<file path="src/rtl/tc_ctrl_pkg.sv">
// ----------------------------------------------------------------------------
// tc_ctrl_pkg
// Shared types and constants for the systolic tile sequencer.
//   tc_state_e : sequencer states, in the order a tile walks through them.
//   TC_N       : default array dimension (rows = cols).
//   DRAIN_CYC  : cycles spent draining the skewed array after the last input
//                vector (2 * TC_N). An instance with a different N scales it.
// ----------------------------------------------------------------------------
package tc_ctrl_pkg;

    localparam int TC_N      = 4;
    localparam int DRAIN_CYC = 2 * TC_N;

    typedef enum logic [2:0] {
        IDLE   = 3'd0,
        LOAD   = 3'd1,
        SWITCH = 3'd2,
        STREAM = 3'd3,
        DRAIN  = 3'd4,
        DONE   = 3'd5
    } tc_state_e;

endpackage

</file>
<file path="src/rtl/valid_skew_pipe.sv">
// ----------------------------------------------------------------------------
// valid_skew_pipe
// Delay chain that skews one valid bit across the N rows of the array:
// taps[i] is src delayed by i cycles (taps[0] is src itself). Every tap
// carries the same input, so one shift register tapped at each stage is
// enough.
// Ports:
//   clk   in   1   clock
//   rst   in   1   synchronous active-low reset
//   clr   in   1   synchronous clear (tile aborted)
//   src   in   1   valid bit entering row 0
//   taps  out  N   per-row skewed valid
// ----------------------------------------------------------------------------
module valid_skew_pipe #(
    parameter int N = 4
) (
    input  logic         clk,
    input  logic         rst,
    input  logic         clr,
    input  logic         src,
    output logic [N-1:0] taps
);

    if (N == 1) begin : g_single
        assign taps = src;
    end else begin : g_chain
        logic [N-2:0] chain;

        // NOTE: every stage is cleared, not just the head; a stale 1 left in
        // the chain after an abort would fire a PE row during the next tile.
        always_ff @(posedge clk) begin
            if (!rst || clr) begin
                chain <= '0;
            end else begin
                chain[0] <= src;
                for (int k = 1; k < N - 1; k++) begin
                    chain[k] <= chain[k-1];
                end
            end
        end

        assign taps = {chain, src};
    end

endmodule

</file>
<file path="src/rtl/systolic_tile_ctrl.sv">
// ----------------------------------------------------------------------------
// systolic_tile_ctrl
// Sequencer for one N x N weight-stationary PE array. Each accepted start runs
// one tile: preload N weight rows (bottom row first), pulse switch, stream V
// input vectors with per-row skewed valid, drain the array, pulse done.
// Drives buffer read ports and array control only; no datapath.
//
// Optional feature: define TC_PERF_CNT_EN to add the perf_cycles port, a
// saturating count of busy cycles in the most recent tile.
//
// Ports:
//   clk           in   1          clock
//   rst           in   1          synchronous active-low reset
//   start         in   1          tile request, sampled only in IDLE
//   abort         in   1          cancel current tile (no done pulse)
//   cfg_num_vec   in   VEC_W      vector count V, latched with start
//   busy          out  1          high in every state except IDLE
//   done          out  1          one-cycle pulse on tile completion
//   w_rd_en       out  1          weight buffer read strobe
//   w_rd_addr     out  clog2(N)   weight row address, N-1 down to 0
//   arr_accept_w  out  1          weight accept into the array (w_rd_en + 1)
//   arr_switch    out  1          one-cycle weight switch pulse
//   in_rd_en      out  1          input buffer read strobe
//   in_rd_addr    out  VEC_W      input vector address, 0 to V-1
//   arr_valid     out  N          per-row skewed input valid
//   perf_cycles   out  32         busy-cycle count (TC_PERF_CNT_EN only)
// ----------------------------------------------------------------------------
module systolic_tile_ctrl
    import tc_ctrl_pkg::*;
#(
    parameter int N     = TC_N,
    parameter int VEC_W = 16
) (
    input  logic                 clk,
    input  logic                 rst,
    input  logic                 start,
    input  logic                 abort,
    input  logic [VEC_W-1:0]     cfg_num_vec,
    output logic                 busy,
    output logic                 done,
    output logic                 w_rd_en,
    output logic [$clog2(N)-1:0] w_rd_addr,
    output logic                 arr_accept_w,
    output logic                 arr_switch,
    output logic                 in_rd_en,
    output logic [VEC_W-1:0]     in_rd_addr,
    output logic [N-1:0]         arr_valid
`ifdef TC_PERF_CNT_EN
    ,
    output logic [31:0]          perf_cycles
`endif
);

    localparam int AW        = $clog2(N);
    localparam int LCW       = AW + 1;                    // counts 0..N
    localparam int DRAIN_LEN = DRAIN_CYC / TC_N * N;      // 2*N for this instance
    localparam int DCW       = $clog2(DRAIN_LEN);

    tc_state_e        state;
    tc_state_e        state_nxt;
    logic [LCW-1:0]   load_cnt;
    logic [VEC_W-1:0] str_cnt;
    logic [DCW-1:0]   drain_cnt;
    logic [VEC_W-1:0] v_reg;
    logic             accept_q;
    logic             vld_q;
    logic             abort_hit;

    // abort is meaningless in IDLE, so a simultaneous start still wins there.
    assign abort_hit = abort && (state != IDLE);

    // NOTE: state registers use non-blocking assignments so every flop
    // samples the pre-edge value of every other flop.
    always_ff @(posedge clk) begin
        if (!rst) begin
            state <= IDLE;
        end else begin
            state <= state_nxt;
        end
    end

    // NOTE: every output of this block gets a default first, so no path
    // through the case leaves a signal unassigned and no latch is inferred.
    always_comb begin
        state_nxt    = state;
        busy         = (state != IDLE);
        done         = 1'b0;
        w_rd_en      = 1'b0;
        w_rd_addr    = '0;
        arr_switch   = 1'b0;
        in_rd_en     = 1'b0;
        in_rd_addr   = '0;

        case (state)
            IDLE: begin
                if (start) state_nxt = LOAD;
            end
            LOAD: begin
                // N read cycles, then one extra cycle so the last accept_w
                // lands before the switch pulse.
                if (load_cnt < LCW'(N)) begin
                    w_rd_en   = 1'b1;
                    w_rd_addr = AW'(N - 1) - load_cnt[AW-1:0];
                end else begin
                    state_nxt = SWITCH;
                end
            end
            SWITCH: begin
                arr_switch = 1'b1;
                state_nxt  = (v_reg == '0) ? DONE : STREAM;
            end
            STREAM: begin
                in_rd_en   = 1'b1;
                in_rd_addr = str_cnt;
                if (str_cnt == v_reg - VEC_W'(1)) state_nxt = DRAIN;
            end
            DRAIN: begin
                if (drain_cnt == DCW'(DRAIN_LEN - 1)) state_nxt = DONE;
            end
            DONE: begin
                // An abort arriving in the completion cycle suppresses done.
                done      = !abort;
                state_nxt = IDLE;
            end
            default: begin
                state_nxt = IDLE;
            end
        endcase

        if (abort_hit) state_nxt = IDLE;
    end

    // Phase counters restart from zero whenever their phase is not active,
    // so each phase begins counting at 0 without an explicit load.
    always_ff @(posedge clk) begin
        if (!rst) begin
            load_cnt  <= '0;
            str_cnt   <= '0;
            drain_cnt <= '0;
            v_reg     <= '0;
            accept_q  <= 1'b0;
            vld_q     <= 1'b0;
        end else if (abort_hit) begin
            load_cnt  <= '0;
            str_cnt   <= '0;
            drain_cnt <= '0;
            accept_q  <= 1'b0;
            vld_q     <= 1'b0;
        end else begin
            accept_q  <= w_rd_en;   // buffer read latency is one cycle
            vld_q     <= in_rd_en;
            if (state == IDLE && start) v_reg <= cfg_num_vec;
            load_cnt  <= (state == LOAD)   ? load_cnt + LCW'(1)   : '0;
            str_cnt   <= (state == STREAM) ? str_cnt + VEC_W'(1)  : '0;
            drain_cnt <= (state == DRAIN)  ? drain_cnt + DCW'(1)  : '0;
        end
    end

    assign arr_accept_w = accept_q;

    valid_skew_pipe #(
        .N (N)
    ) u_skew (
        .clk  (clk),
        .rst  (rst),
        .clr  (abort_hit),
        .src  (vld_q),
        .taps (arr_valid)
    );

`ifdef TC_PERF_CNT_EN
    always_ff @(posedge clk) begin
        if (!rst) begin
            perf_cycles <= '0;
        end else if (state == IDLE && start) begin
            perf_cycles <= '0;
        end else if (busy && (perf_cycles != '1)) begin
            perf_cycles <= perf_cycles + 32'd1;
        end
    end
`endif

endmodule
</file>
<file path="config.mk">
export PLATFORM = sky130hd
export DESIGN_NAME = systolic_tile_ctrl
export DESIGN_NICKNAME = d
export VERILOG_FILES = /design/src/rtl/tc_ctrl_pkg.sv /design/src/rtl/valid_skew_pipe.sv /design/src/rtl/systolic_tile_ctrl.sv
export SDC_FILE = /design/constraint.sdc
export NUM_CORES = 1
export LEC_CHECK = 0
export CAP_MARGIN = 5
export CELL_PAD_IN_SITES_DETAIL_PLACEMENT = 1
export CELL_PAD_IN_SITES_GLOBAL_PLACEMENT = 2
export CORE_MARGIN = 2
export CORE_UTILIZATION = 30
export DETAILED_ROUTE_END_ITERATION = 8
export GPL_TIMING_DRIVEN = 1
export PLACE_DENSITY = 0.78
export SLEW_MARGIN = 20
export SYNTH_ARGS = -nofsm -noshare
export SYNTH_HDL_FRONTEND = slang
export SYNTH_SLANG_ARGS = --single-unit
</file>
<file path="constraint.sdc">
create_clock -name clk -period 3.55 [get_ports clk]
set_clock_uncertainty 0.1 [all_clocks]
set_input_delay 0.355 -clock clk [delete_from_list [all_inputs] [get_ports clk]]
set_output_delay 0.355 -clock clk [all_outputs]
set_load 0.05 [all_outputs]
</file>
==> run summary <==
status = finished, final reports clean
period utilization = 0.826
Peak Freq = 341 MHz
vias in the first global route = 2398
Int Power = 835 µW
Avg Cell Area, Syn = 8.10 µm²
Worst Setup SP = state[0]
Setup TNS = 0 ns
HP Start = drain_cnt[0]
CTS tree = yes
DPL Wire Length = 5120 µm
hold_buf cts = 0
Starting Density = 0.311
DR vias/cell = 4.97
placed cells = 447
Power Dens Cells = 366 mW/mm²
Rows = 33
largest net degree at the start of global routing = 22
FILL cells = 1010
pre-CTS WS = 0.716 ns
hold path cells = 1
all-layer global routing usage = 0.158
Worst EP required = 3.09 ns
Async S/R FF share, synth = 0
worst slew pin tran = 0.664 ns
RR Endpoint = state[1]
GPL Wtd Cong = 0.796
number of synthesized flops with an enable pin = 0
synthesized cell area = 0.00257 mm²
synthesized instance count = 317
Largest stage delay, worst path = 0.81 ns
synth unique cells = 46
r2r setup slk = 0.68 ns
die area = 0.00931 mm²
Clock transition at path regs = 0.09 ns
ANT cells = 0
core area = 0.00826 mm²
syn nets = 343
Final Instance Count excl. Fillers = 455
first-pass GRT wire length = 11500 µm
crit end category = output port
max cap viols = 0
Die Width = 96.5 µm
Post-CTS Setup Bufs = 0
die span in y = 96.5 µm
sw frac = 0.283
final WL = 6850 µm
switching power = 330 µW
startpoint types = flip-flop
Resize count post-CTS = 0
Worst VDD drop = 172 µV
crit-path cells = and3_1, and2_1, clkdlybuf4s50_1
Sinks on Clock Net = 46
Crit Path Class = flip-flop to output port
initial antenna violation count = 0
port bufs = 47
Initial DRT Pass Iterations = 4
Clock Tree Buf Depth = 2
Setup Viol. Count Final = 0
later-pin clock latency in the skew report = 0.30 ns
Crit Path Max Fanout = 19
Max-slew headroom = 0.556
IO Pins = 48
top cell type's share of synthesized area = 0.359
Final nets = 375
cell taking the most area after synthesis = dfxtp_1
final worst setup slack = 0.617 ns
placed cell area = 0.00308 mm²
H-tree levels = 2
Routed WL per cell = 15.0 µm
CP max-delay cell = clkdlybuf4s50_1
worst r2r src = v_reg[0]
register area share after synthesis = 0.359
Vias = 2262
Period minus WS final = 2.93 ns
clock buffer count from CTS = 5
YS warnings = 0
Area contributors post-synth = dfxtp_1 (36%), xnor2_1 (6.8%), nand2_1 (6.6%)
leakage = 1.19 nW
Clock Power Share = 0.338
CTS root buf = clkbuf_8
worst r2r path cells = 8
Main synth FF type = dfxtp_1
DRC viols = 0
remaining global-route overflow = 0
layout cells sized above 1 = 0.0400
Reg power frac = 0.479
RSZ-0062 raised after global routing = false
hold path endpoint = drain_cnt[0]
most frequent cells in the layout = clkdlybuf4s50_1 (47), dfxtp_1 (46), nand2_1 (45), nor2_1 (27), and2_1 (21)
Max Transition Viols Final = 0
HP Class = flip-flop to flip-flop
Area Overhead vs Synth = 24.1%
Comb pwr share = 0.183
Routed Antenna Nets = 0
Yosys reg bits = 46
Hold Violations, Final = 0
WP data arrival = 2.48 ns
commonest non-fill, non-tap cell in the layout = clkdlybuf4s50_1
Post-Layout Inst Area = 0.00319 mm²
First DRT Iteration DRCs = 67
[per-stage QoR]
stage	total power [mW]	utilization	hold slack (ns)
6_report	1.16	0.386	0.361
5_1_grt	1.23	0.386	0.390
4_1_cts	1.19	0.386	0.367
3_5_place_dp	0.784	0.373	0.349
3_3_place_gp	0.781	0.373	0.326
2_1_floorplan	0.717	-	0.307
[critical path, delay by kind of cell, from the launching register on]
kind,cells,cell delay (ns)
buf+inv,1,0.81
flops,1,0.55
simple gates,2,0.81
[power by group through the flow]
stage	Combinational (mW)	Sequential, mW	Clock (mW)
2_1_floorplan	0.163	0.554	0
3_3_place_gp	0.211	0.570	0
3_5_place_dp	0.214	0.570	0
4_1_cts	0.216	0.558	0.411
5_1_grt	0.238	0.562	0.426
6_report	0.213	0.558	0.394
[synthesized netlist by cell type (6+ instances only)]
master	instances
nand3_1	10
ha_1	6
xnor2_1	20
a21oi_1	7
clkbuf_1	19
nand2_1	45
and3_1	13
nor4_1	6
xor2_1	14
nor3_1	10
inv_1	10
nor2_1	27
and2_1	21
a21boi_0	16
dfxtp_1	46
[layout make-up]
type                    count  area [µm²]  area share
repair buffers             48         478       0.150
clock buffers               5        68.8      0.0216
clock inverters             3        40.0      0.0126
flip-flops and latches     46         921       0.289
well taps                 105         131      0.0412
multi-input cells         238        1510       0.474
inverters                  10        37.5      0.0118
[worst max-delay path by stage]
| stage | endpoint | cells past startpoint |
|---|---|---|
| 6_report | in_rd_addr[0] | 3 |
| 5_1_grt | state[1] | 8 |
| 4_1_cts | in_rd_addr[7] | 3 |
| 3_5_place_dp | state[1] | 8 |
| 3_3_place_gp | state[1] | 8 |
| 2_1_floorplan | state[0] | 9 |
[cells by family after synthesis]
group | Yosys count | share of synthesized area
AOI/OAI and AO/OA | 46 | 0.136
DFF | 46 | 0.359
xor gates and xnor gates | 34 | 0.116
adders and majority gates | 6 | 0.0292
and+or+nand+nor | 152 | 0.306
buffers and inverters | 33 | 0.0536
[metal layers]
| layer | vias up | share of wire | wire length, µm | GRT usage |
|---|---|---|---|---|
| li1 | 1139 | - | - | - |
| met1 | 1084 | 0.49 | 3360 | 0.207 |
| met2 | 37 | 0.48 | 3250 | 0.271 |
| met3 | 2 | 0.029 | 201 | 0.0279 |
| met4 | 0 | 0.0042 | 29 | 0.0387 |
| met5 | - | 0 | 0 | 0 |
Power figures use the tool's default switching activity.
